**config.mk**
```make
export PLATFORM = sky130hd
export DESIGN_NAME = uart_word_sequencer_flat
export DESIGN_NICKNAME = d
export VERILOG_FILES = /design/src/rtl/uart_word_sequencer_if.sv /design/src/rtl/uart_word_sequencer.sv /design/src/flat_wrapper.sv
export SDC_FILE = /design/constraint.sdc
export NUM_CORES = 1
export LEC_CHECK = 0
export CAP_MARGIN = 25
export CORE_UTILIZATION = 51
export DETAILED_ROUTE_END_ITERATION = 12
export GPL_TIMING_DRIVEN = 0
export PLACE_DENSITY_LB_ADDON = 0.1
export SYNTH_ARGS = -nofsm -noshare
export SYNTH_HDL_FRONTEND = slang
export SYNTH_SLANG_ARGS = --single-unit
```
**constraint.sdc**
```tcl
create_clock -name CLK1 -period 7.75 [get_ports CLK1]
set_input_delay 1.1625 -clock CLK1 [delete_from_list [all_inputs] [get_ports CLK1]]
set_output_delay 1.1625 -clock CLK1 [all_outputs]
set_load 0.01 [all_outputs]
```
**src/rtl/uart_word_sequencer_if.sv**
```systemverilog
// Interface bundling the producer push port and the LCDC transmit handshake
// of uart_word_sequencer. The sequencer takes the slave view; whoever drives
// pushes and models LCDC READY takes the master view.
interface uart_word_sequencer_if #(
    parameter int DEPTH_LOG2 = 3,
    parameter int CNT_W      = 16
);
    logic                  PUSH;
    logic [31:0]           PUSH_DATA;
    logic                  PUSH_LAST;
    logic                  FULL;
    logic                  EMPTY;
    logic [DEPTH_LOG2:0]   LEVEL;
    logic                  OVERFLOW;
    logic [31:0]           TX_DATA;
    logic                  TX_WE;
    logic                  TX_READY;
    logic                  BUSY;
    logic [CNT_W-1:0]      SENT_COUNT;

    modport slave (
        input  PUSH, PUSH_DATA, PUSH_LAST, TX_READY,
        output FULL, EMPTY, LEVEL, OVERFLOW, TX_DATA, TX_WE, BUSY, SENT_COUNT
    );

    modport master (
        output PUSH, PUSH_DATA, PUSH_LAST, TX_READY,
        input  FULL, EMPTY, LEVEL, OVERFLOW, TX_DATA, TX_WE, BUSY, SENT_COUNT
    );
endinterface

```
**src/rtl/uart_word_sequencer.sv**
```systemverilog
// uart_word_sequencer: queues 32-bit result words and hands them one at a
// time to the LCDC UART hex printer using its WE/READY handshake.
// Optional feature macro: TXQ_CHECKSUM_EN -- when defined, each frame (closed
// by a word pushed with PUSH_LAST) is followed by a trailer word holding the
// modulo-2^32 sum of the frame's data words.
module uart_word_sequencer #(
    parameter int DEPTH_LOG2 = 3,
    parameter int CNT_W      = 16
) (
    input  logic                  CLK1,
    input  logic                  RST_X,
    uart_word_sequencer_if.slave  bus
);

    localparam int DEPTH = 2 ** DEPTH_LOG2;
    localparam int PTR_W = DEPTH_LOG2 + 1;

`ifdef TXQ_CHECKSUM_EN
    localparam int ENTRY_W = 33;
    typedef enum logic [1:0] {ST_IDLE, ST_SENT, ST_WAIT, ST_TRAIL} state_t;
`else
    localparam int ENTRY_W = 32;
    typedef enum logic [1:0] {ST_IDLE, ST_SENT, ST_WAIT} state_t;
`endif

    logic [ENTRY_W-1:0] mem_q [DEPTH];

    logic [PTR_W-1:0]   wr_ptr_q, wr_ptr_d;
    logic [PTR_W-1:0]   rd_ptr_q, rd_ptr_d;
    logic [PTR_W-1:0]   level_q, level_d;
    logic               full_q, full_d;
    logic               empty_q, empty_d;
    logic               overflow_q, overflow_d;
    logic [31:0]        tx_data_q, tx_data_d;
    logic               tx_we_q, tx_we_d;
    logic               busy_q, busy_d;
    logic [CNT_W-1:0]   sent_count_q, sent_count_d;
    state_t             state_q, state_d;

    logic               push_ok;
    logic               pop;
    logic [ENTRY_W-1:0] push_entry;
    logic [ENTRY_W-1:0] head_entry;
    logic [31:0]        head_data;

`ifdef TXQ_CHECKSUM_EN
    logic [31:0]        sum_q, sum_d;
    logic               last_pend_q, last_pend_d;
    logic               head_last;

    assign push_entry = {bus.PUSH_LAST, bus.PUSH_DATA};
    assign head_last  = head_entry[32];
`else
    logic               unused_push_last;

    assign unused_push_last = bus.PUSH_LAST;
    assign push_entry       = bus.PUSH_DATA;
`endif

    assign push_ok    = bus.PUSH && !full_q;
    assign head_entry = mem_q[rd_ptr_q[DEPTH_LOG2-1:0]];
    assign head_data  = head_entry[31:0];

    // Queue storage: written only on an accepted push, so a word becomes poppable one cycle later.
    always_ff @(posedge CLK1) begin
        if (push_ok) begin
            mem_q[wr_ptr_q[DEPTH_LOG2-1:0]] <= push_entry;
        end
    end

    // Next pointers and registered flags; a push into a full queue is dropped even when a pop frees a slot.
    always_comb begin
        wr_ptr_d   = wr_ptr_q + PTR_W'(push_ok);
        rd_ptr_d   = rd_ptr_q + PTR_W'(pop);
        level_d    = wr_ptr_d - rd_ptr_d;
        empty_d    = (wr_ptr_d == rd_ptr_d);
        full_d     = (wr_ptr_d[DEPTH_LOG2] != rd_ptr_d[DEPTH_LOG2]) &&
                     (wr_ptr_d[DEPTH_LOG2-1:0] == rd_ptr_d[DEPTH_LOG2-1:0]);
        overflow_d = overflow_q | (bus.PUSH & full_q);
    end

    // Transmit FSM: issue one word, wait for LCDC to drop then re-raise READY before the next issue.
    always_comb begin
        state_d      = state_q;
        tx_we_d      = 1'b0;
        tx_data_d    = tx_data_q;
        sent_count_d = sent_count_q;
        pop          = 1'b0;
`ifdef TXQ_CHECKSUM_EN
        sum_d        = sum_q;
        last_pend_d  = last_pend_q;
`endif
        case (state_q)
            ST_IDLE: begin
                if (!empty_q && bus.TX_READY) begin
                    tx_data_d    = head_data;
                    tx_we_d      = 1'b1;
                    pop          = 1'b1;
                    sent_count_d = sent_count_q + CNT_W'(1);
                    state_d      = ST_SENT;
`ifdef TXQ_CHECKSUM_EN
                    sum_d        = sum_q + head_data;
                    last_pend_d  = head_last;
`endif
                end
            end
            ST_SENT: begin
                if (!bus.TX_READY) begin
                    state_d = ST_WAIT;
                end
            end
            ST_WAIT: begin
                if (bus.TX_READY) begin
`ifdef TXQ_CHECKSUM_EN
                    state_d = last_pend_q ? ST_TRAIL : ST_IDLE;
`else
                    state_d = ST_IDLE;
`endif
                end
            end
`ifdef TXQ_CHECKSUM_EN
            ST_TRAIL: begin
                if (bus.TX_READY) begin
                    tx_data_d    = sum_q;
                    tx_we_d      = 1'b1;
                    sent_count_d = sent_count_q + CNT_W'(1);
                    sum_d        = '0;
                    last_pend_d  = 1'b0;
                    state_d      = ST_SENT;
                end
            end
`endif
            default: begin
                state_d = ST_IDLE;
            end
        endcase
        busy_d = (state_d != ST_IDLE);
    end

    // State register; reset discards queued words and anything in flight.
    always_ff @(posedge CLK1 or negedge RST_X) begin
        if (!RST_X) begin
            wr_ptr_q     <= '0;
            rd_ptr_q     <= '0;
            level_q      <= '0;
            full_q       <= 1'b0;
            empty_q      <= 1'b1;
            overflow_q   <= 1'b0;
            tx_data_q    <= '0;
            tx_we_q      <= 1'b0;
            busy_q       <= 1'b0;
            sent_count_q <= '0;
            state_q      <= ST_IDLE;
`ifdef TXQ_CHECKSUM_EN
            sum_q        <= '0;
            last_pend_q  <= 1'b0;
`endif
        end else begin
            wr_ptr_q     <= wr_ptr_d;
            rd_ptr_q     <= rd_ptr_d;
            level_q      <= level_d;
            full_q       <= full_d;
            empty_q      <= empty_d;
            overflow_q   <= overflow_d;
            tx_data_q    <= tx_data_d;
            tx_we_q      <= tx_we_d;
            busy_q       <= busy_d;
            sent_count_q <= sent_count_d;
            state_q      <= state_d;
`ifdef TXQ_CHECKSUM_EN
            sum_q        <= sum_d;
            last_pend_q  <= last_pend_d;
`endif
        end
    end

    assign bus.FULL       = full_q;
    assign bus.EMPTY      = empty_q;
    assign bus.LEVEL      = level_q;
    assign bus.OVERFLOW   = overflow_q;
    assign bus.TX_DATA    = tx_data_q;
    assign bus.TX_WE      = tx_we_q;
    assign bus.BUSY       = busy_q;
    assign bus.SENT_COUNT = sent_count_q;

endmodule
```
**src/flat_wrapper.sv**
```systemverilog
// flat-port wrapper written by rule: the top's interface ports become plain ports
module uart_word_sequencer_flat 
#(
    parameter int DEPTH_LOG2 = 3,
    parameter int CNT_W      = 16
)
  (CLK1, RST_X, bus_PUSH, bus_PUSH_DATA, bus_PUSH_LAST, bus_TX_READY, bus_FULL, bus_EMPTY, bus_LEVEL, bus_OVERFLOW, bus_TX_DATA, bus_TX_WE, bus_BUSY, bus_SENT_COUNT);
  uart_word_sequencer_if #(.DEPTH_LOG2(DEPTH_LOG2), .CNT_W(CNT_W)) bus_i ();
  input  logic CLK1;
  input  logic RST_X;
  input wire logic [$bits(bus_i.PUSH)-1:0] bus_PUSH;
  input wire logic [$bits(bus_i.PUSH_DATA)-1:0] bus_PUSH_DATA;
  input wire logic [$bits(bus_i.PUSH_LAST)-1:0] bus_PUSH_LAST;
  input wire logic [$bits(bus_i.TX_READY)-1:0] bus_TX_READY;
  output wire logic [$bits(bus_i.FULL)-1:0] bus_FULL;
  output wire logic [$bits(bus_i.EMPTY)-1:0] bus_EMPTY;
  output wire logic [$bits(bus_i.LEVEL)-1:0] bus_LEVEL;
  output wire logic [$bits(bus_i.OVERFLOW)-1:0] bus_OVERFLOW;
  output wire logic [$bits(bus_i.TX_DATA)-1:0] bus_TX_DATA;
  output wire logic [$bits(bus_i.TX_WE)-1:0] bus_TX_WE;
  output wire logic [$bits(bus_i.BUSY)-1:0] bus_BUSY;
  output wire logic [$bits(bus_i.SENT_COUNT)-1:0] bus_SENT_COUNT;
  assign bus_i.PUSH = bus_PUSH;
  assign bus_i.PUSH_DATA = bus_PUSH_DATA;
  assign bus_i.PUSH_LAST = bus_PUSH_LAST;
  assign bus_i.TX_READY = bus_TX_READY;
  assign bus_FULL = bus_i.FULL;
  assign bus_EMPTY = bus_i.EMPTY;
  assign bus_LEVEL = bus_i.LEVEL;
  assign bus_OVERFLOW = bus_i.OVERFLOW;
  assign bus_TX_DATA = bus_i.TX_DATA;
  assign bus_TX_WE = bus_i.TX_WE;
  assign bus_BUSY = bus_i.BUSY;
  assign bus_SENT_COUNT = bus_i.SENT_COUNT;
  uart_word_sequencer #(.DEPTH_LOG2(DEPTH_LOG2), .CNT_W(CNT_W)) u_core (.CLK1(CLK1), .RST_X(RST_X), .bus(bus_i));
endmodule
```
==> results.ini, run 1 <==
[pwr]
cellPowerDensity_nw_per_um2 = 378.1
sw_frac_of_total = 0.3065
power.share.clock = 0.286
p_sw_w = 0.001759
p_comb_frac = 0.303
p_seq_frac = 0.411
leakagePower_nw = 5.748
internal_power_w = 0.003980
peakVddDrop_uv = 189.9

[die]
die_y_um = 158.0
die_w_um = 158.0
die-area_um2 = 24970
row_count = 56
core-area_um2 = 23680
ios = 94
start_util = 0.5241

[detailed_routing]
ant_nets = 0
routedWlPerCell_um = 20.63
wl_mm = 25.60
drt_iter0_drc = 500
firstDrtPassIters = 4
routed-via-count = 6777
routed_via_density = 5.461
drc = 0

[sta]
post-route-period-util = 0.4462
worst_pin_slew_ps = 744.8
hold_violations = 0
rsz0062_at_grt = no
fin_hold_ws_ps = 465.1
min_period_ps = 3458
layout_setup_ws_ps = 4292
max_freq_mhz = 289.2
drv_slew = 0
finalSetupTns_ps = 0
skew_ps = 9.159
maxSlewHeadroom = 0.5035
setup_violations = 0

[critical_path]
slowest_delay_ps = 500
crit_path_end_kind = register
cpMostUsedCell = ha_1
worst_r2r_endpoint = u_core.bus.LEVEL[3]
r2r_slack_ps = 4960
cpMaxStageDelayCell = clkdlybuf4s50_1
timing.rr.start = u_core.state_q[1]
crit_buf_inv = 4
cp_max_fo = 11
worstSetupStartpointType = input port
path_cells = clkdlybuf4s50_1 -> or4b_1 -> buf_4 -> clkinv_4 -> buf_2 -> ha_1 -> ha_1 -> xnor2_1 -> ha_1 -> a21oi_1 -> xnor2_1
crit_type = input port to register
rr_worst_depth = 10
worstPathRequired_ps = 8170
cp_top_family = buffers and inverters
arrival_ps = 3880

[cts]
cts.sinks = 323
cts_buffers = 34
cts_htree_levels = 2
clk_pin_slew_ps = 50
clock_latency_ps = 500
cts_tree = built
post-cts-setup-buffers = 0
cts_max_path_buffers = 3
post_cts_resized = 0
root_buffer = clkbuf_16
ctsHoldBuffers = 0

[finish]
antennaDiodeCount = 0
num-nets-final = 941
fin_area_um2 = 15180
multi_input_area_um2 = 2894
final_common_cell = edfxtp_1
register_area_um2 = 9365
area_growth_syn_to_layout_pct = 22.30
drive_gt1_frac = 0.1041
layout_common_cells = 256 x edfxtp_1, 128 x mux2i_1, 91 x clkdlybuf4s50_1, 75 x nand2_1, 66 x dfrtp_1
n_fill_cell = 1764

[placed_design]
place_area_um2 = 14020
gp_congestion = 0.7659
io_buffers = 92
detailed_place_hpwl_mm = 16.09
place_ws_ps = 3759

[logic_synthesis]
synth_cells = 753
synth_top_area_cell = edfxtp_1
syn_area_um2 = 12410
synth_nets = 798
syn_avg_cell_area_um2 = 16.48
synth_seq_cells = 323
ys_types = 33
synthTopCellsByArea = edfxtp_1 62%, dfrtp_1 13%, mux2i_1 10%
ys_warn_count = 0
netlist.area_leader.share = 0.6193
ys_seq_area_frac = 0.7545

[global_routing]
antenna_found_initial = 0
grt_max_degree = 44
gr-total-overflow = 0
first_global_vias = 6866
grt_pass1_wl_mm = 38.88
track_usage = 0.2130

[min_path]
min_to = u_core.bus.SENT_COUNT[15]
holdCritPathClass = register to register
worst_hold_startpoint = u_core.bus.SENT_COUNT[15]
hold_depth = 1

[run]
drv_cap = 0

[outcome]
outcome = completed

## layer usage
metal,up-vias,routed length [µm],GRT usage
met5,-,0,0
met4,0,514,0.06227
li1,3142,-,-
met2,194,12600,0.3658
met1,3400,11140,0.2820
met3,41,1342,0.03175
## logic make-up (layout without fill, tap and decap cells)
family,after synthesis,after routing,synth area share
DFF,323,323,0.7545
and+or+nand+nor,155,155,0.05957
muxes,128,128,0.1032
AOI/OAI and AO/OA,67,67,0.04012
buffers and inverters,47,216,0.01683
xor gates and xnor gates,24,24,0.01693
adders and majority gates,9,9,0.008870
## worst max-delay path by stage
stage,end,startpoint,slack [ps],cells after the start
2_1_floorplan,u_core.mem_q[0][0],bus_PUSH,3610,3
3_3_place_gp,u_core.mem_q[1][23],bus_PUSH,780,4
3_5_place_dp,u_core.bus.LEVEL[3],bus_TX_READY,3760,11
4_1_cts,u_core.bus.LEVEL[3],bus_TX_READY,4280,11
5_1_grt,u_core.bus.LEVEL[3],bus_TX_READY,4140,11
6_report,u_core.bus.LEVEL[3],bus_TX_READY,4290,11
## cell type report
cell class                 instances  share of cell area
sequential                       323              0.6169
multi-input combinational        383              0.1906
timing repair buffer             107             0.07616
clock buffer                      50             0.06750
tap                              319             0.02629
buffer                            37             0.01096
clock inverter                    12            0.008736
inverter                          10            0.002802
## flip-flops by register name, summed over array words and instances (netlist names), 2 cells and up
signal	cells
u_core.rd_ptr_q	4
u_core.state_q	2
u_core.bus.SENT_COUNT	16
u_core.bus.TX_DATA	32
u_core.bus.LEVEL	4
u_core.mem_q	256
u_core.wr_ptr_q	4
## power by group through the flow
stage | combinational [W] | clock (W) | sequential, W
floorplan | 0.000990 | 0 | 0.00243
global placement | 0.00165 | 0 | 0.00240
detailed placement | 0.00176 | 0 | 0.00239
CTS | 0.00176 | 0.00167 | 0.00236
global route | 0.00189 | 0.00174 | 0.00239
finish | 0.00174 | 0.00164 | 0.00236
## stage by stage
| step | power (W) | util | std cells |
|---|---|---|---|
| 4_1_cts | 0.005795 | 0.6410 | 1241 |
| 2_1_floorplan | 0.003421 | - | 753 |
| 3_3_place_gp | 0.004053 | 0.5799 | 1164 |
| 3_5_place_dp | 0.004150 | 0.5921 | 1179 |
| 5_1_grt | 0.006021 | 0.6410 | 1241 |
| 6_report | 0.005740 | 0.6410 | 1241 |
## synth_stat cells
| cell | count |
|---|---|
| and4_1 | 3 |
| xor2_1 | 10 |
| and3_1 | 3 |
| nor3b_1 | 1 |
| inv_1 | 9 |
| buf_1 | 3 |
| a21o_1 | 1 |
| a22oi_1 | 64 |
| or2_2 | 1 |
| dfrtp_1 | 66 |
| or4b_1 | 1 |
| and2_1 | 1 |
| buf_4 | 2 |
| clkinv_4 | 1 |
| nor2_1 | 15 |
| dfstp_2 | 1 |
| nand2_1 | 75 |
| nand3_1 | 39 |
| nand2b_1 | 3 |
| a21oi_1 | 2 |
| nor3_2 | 2 |
| mux2i_1 | 128 |
| xnor2_1 | 14 |
| nor2b_1 | 4 |
| nor4_4 | 1 |
| edfxtp_1 | 256 |
| ha_1 | 8 |
| nand3_4 | 1 |
| clkbuf_1 | 16 |
| nand4_1 | 3 |
| buf_2 | 16 |
| nor3_1 | 2 |
| maj3_1 | 1 |
(Power assumes the default switching activity.)
==> run 2, diff against run 1 <==
==> constraint.sdc (replaced) <==
create_clock -name CLK1 -period 3.1 [get_ports CLK1]
set_input_delay 0.465 -clock CLK1 [delete_from_list [all_inputs] [get_ports CLK1]]
set_output_delay 0.465 -clock CLK1 [all_outputs]
set_load 0.01 [all_outputs]
==> run 2 against run 1 <==
Worst setup slack got worse by 4000 ps. Cell area rose by 0.19%. Non-clock buffer count fell by 3. Routed wire length rose by 3.7%. Count of clock-buffer cells in the layout fell by 7. Combinational power rose to 2.5 times the previous value. Critical path depth fell by 1. Critical endpoint unchanged. Largest cell class unchanged. Highest routed layer unchanged.
==> results.ini, run 2 (synthesis gave the netlist of run 1 again) <==
[outcome]
outcome = completed

[global_routing]
gr-total-overflow = 0  ; unchanged
antenna_found_initial = 0  ; unchanged
first_global_vias = 7018  ; +2.2%
met2_usage = 0.3835  ; +0.01762
met1_usage = 0.2938  ; +0.01187
track_usage = 0.2230  ; +0.009941
use_met3 = 0.03750  ; +0.005749
top_usage_layer = met2
grt_max_degree = 68  ; +55%
grt_pass1_wl_mm = 40.34  ; +3.7%

[pwr]
cellPowerDensity_nw_per_um2 = 949.1  ; +150%
peakVddDrop_uv = 581.9  ; +210%
total_power_w = 0.01444  ; +150%
leakagePower_nw = 5.757  ; +0.17%

[die]
die_y_um = 158.0  ; unchanged
start_util = 0.5241  ; unchanged
die-area_um2 = 24970  ; unchanged
ios = 94  ; unchanged
row_count = 56  ; unchanged
core-area_um2 = 23680  ; unchanged
die_w_um = 158.0  ; unchanged

[detailed_routing]
routedWlPerCell_um = 21.45  ; +4.0%
ant_nets = 0  ; unchanged
routed_via_density = 5.498  ; +0.69%
drc = 0  ; unchanged
drt_iter0_drc = 455  ; -9.0%
routed-via-count = 6807  ; +0.44%
firstDrtPassIters = 5  ; +1
wl_mm = 26.55  ; +3.7%

[critical_path]
worstSetupStartpointType = register
cp_max_fo = 11  ; unchanged
crit_type = register to register
worstPathRequired_ps = 3520  ; -4650 ps
arrival_ps = 3200  ; -680 ps
crit_path_end_kind = register

[cts]
cts.sinks = 323  ; unchanged
cts_htree_levels = 2  ; unchanged
cts_tree = built
ctsHoldBuffers = 0  ; unchanged
cts_buffers = 35  ; +2.9%
clock_latency_ps = 500  ; about the same
post-cts-setup-buffers = 0  ; unchanged
cts_max_path_buffers = 3  ; unchanged
post_cts_resized = 0  ; unchanged
clk_pin_slew_ps = 50  ; about the same
root_buffer = clkbuf_16

[finish]
antennaDiodeCount = 0  ; unchanged
utilization = 0.6422  ; +0.001215
fin_area_um2 = 15210  ; +0.19%
num-nets-final = 939  ; -0.21%
area_growth_syn_to_layout_pct = 22.53
drive_gt1_frac = 0.1077  ; +0.003604
largest_reg_flops = 256  ; unchanged
layout_common_cells = 256 x edfxtp_1, 128 x mux2i_1, 91 x clkdlybuf4s50_1, 75 x nand2_1, 66 x dfrtp_1
final_common_cell = edfxtp_1

[placed_design]
detailed_place_hpwl_mm = 16.42  ; +2.0%
io_buffers = 92  ; unchanged
place_area_um2 = 14020  ; about the same
gp_congestion = 0.7449  ; -2.7%

[sta]
rsz0062_at_grt = no
drv_slew = 0  ; unchanged
finalSetupTns_ps = 0  ; unchanged
hold_violations = 0  ; unchanged
max_freq_mhz = 359.5
skew_ps = 10.43  ; +1.269 ps
worst_pin_slew_ps = 846.9  ; +102.1 ps
maxSlewHeadroom = 0.4341  ; -0.06943
setup_violations = 0  ; unchanged
post-route-period-util = 0.8973
min_period_ps = 2782

[run]
drv_cap = 0  ; unchanged

[min_path]
holdCritPathClass = register to register

-- run 2: cell types whose count changed in the layout (fill, tap and decap cells not counted), moves of 3 or more --
cell      delta
buf_6        -8
clkinv_2     +8
clkinv_1     -5
buf_16       +4
clkbuf_8     -3
-- run 2: layout make-up --
type	count	area, µm²
well taps	319	399.1
fillers	1734	8473
flip-flops and latches	323	9365
multi-input cells	383	2907
inverters	10	42.54
plain buffers	37	166.4
clock inverters	19	227.7
repair buffers	104	1176
clock buffers	43	925.9
-- run 2: final timing paths --
kind                                      from  cells past startpoint                        end  slack, ps
setup reg to reg             u_core.state_q[1]                     10        u_core.bus.LEVEL[3]        320
setup / recovery             u_core.state_q[1]                     10        u_core.bus.LEVEL[3]        320
hold reg to reg            u_core.bus.OVERFLOW                      1        u_core.bus.OVERFLOW        470
hold / removal             u_core.bus.OVERFLOW                      1        u_core.bus.OVERFLOW        470
min in group asynchronous                RST_X                      3  u_core.bus.SENT_COUNT[10]        530
max in group asynchronous                RST_X                      3           u_core.bus.EMPTY       2260
-- run 2: power by group --
part           leakage [nW]  switching [W]  total [W]  internal [W]
clock network         0.571        0.00159    0.00413       0.00254
registers              3.15       0.000350    0.00591       0.00556
logic                  2.04        0.00253    0.00440       0.00187
-- run 2: worst max-delay path: stages, from the launching register on --
cell and delay, ps:
dfrtp_1 400, or4b_1 530, buf_4 200, clkinv_4 80
buf_2 260, ha_1 220, ha_1 160, xnor2_1 180
ha_1 330, a21oi_1 190, xnor2_1 140
-- run 2: metrics by stage --
stage | setup slack (ps) | hold WS, ps | std cells
floorplan | 514.9 | 169.4 | 753
global route | 181.3 | 472.1 | 1238
detailed placement | -148.4 | 455.3 | 1174
CTS | 297.6 | 140.3 | 1236
finish | 318.4 | 466.0 | 1238
global placement | -1598 | 436.2 | 1164
-- run 2: layer usage --
layer / vias to the layer above / wire length (µm)
met4: 0 / 530
met1: 3430 / 11300
li1: 3142 / -
met3: 42 / 1350
met2: 193 / 13370
met5: - / 0
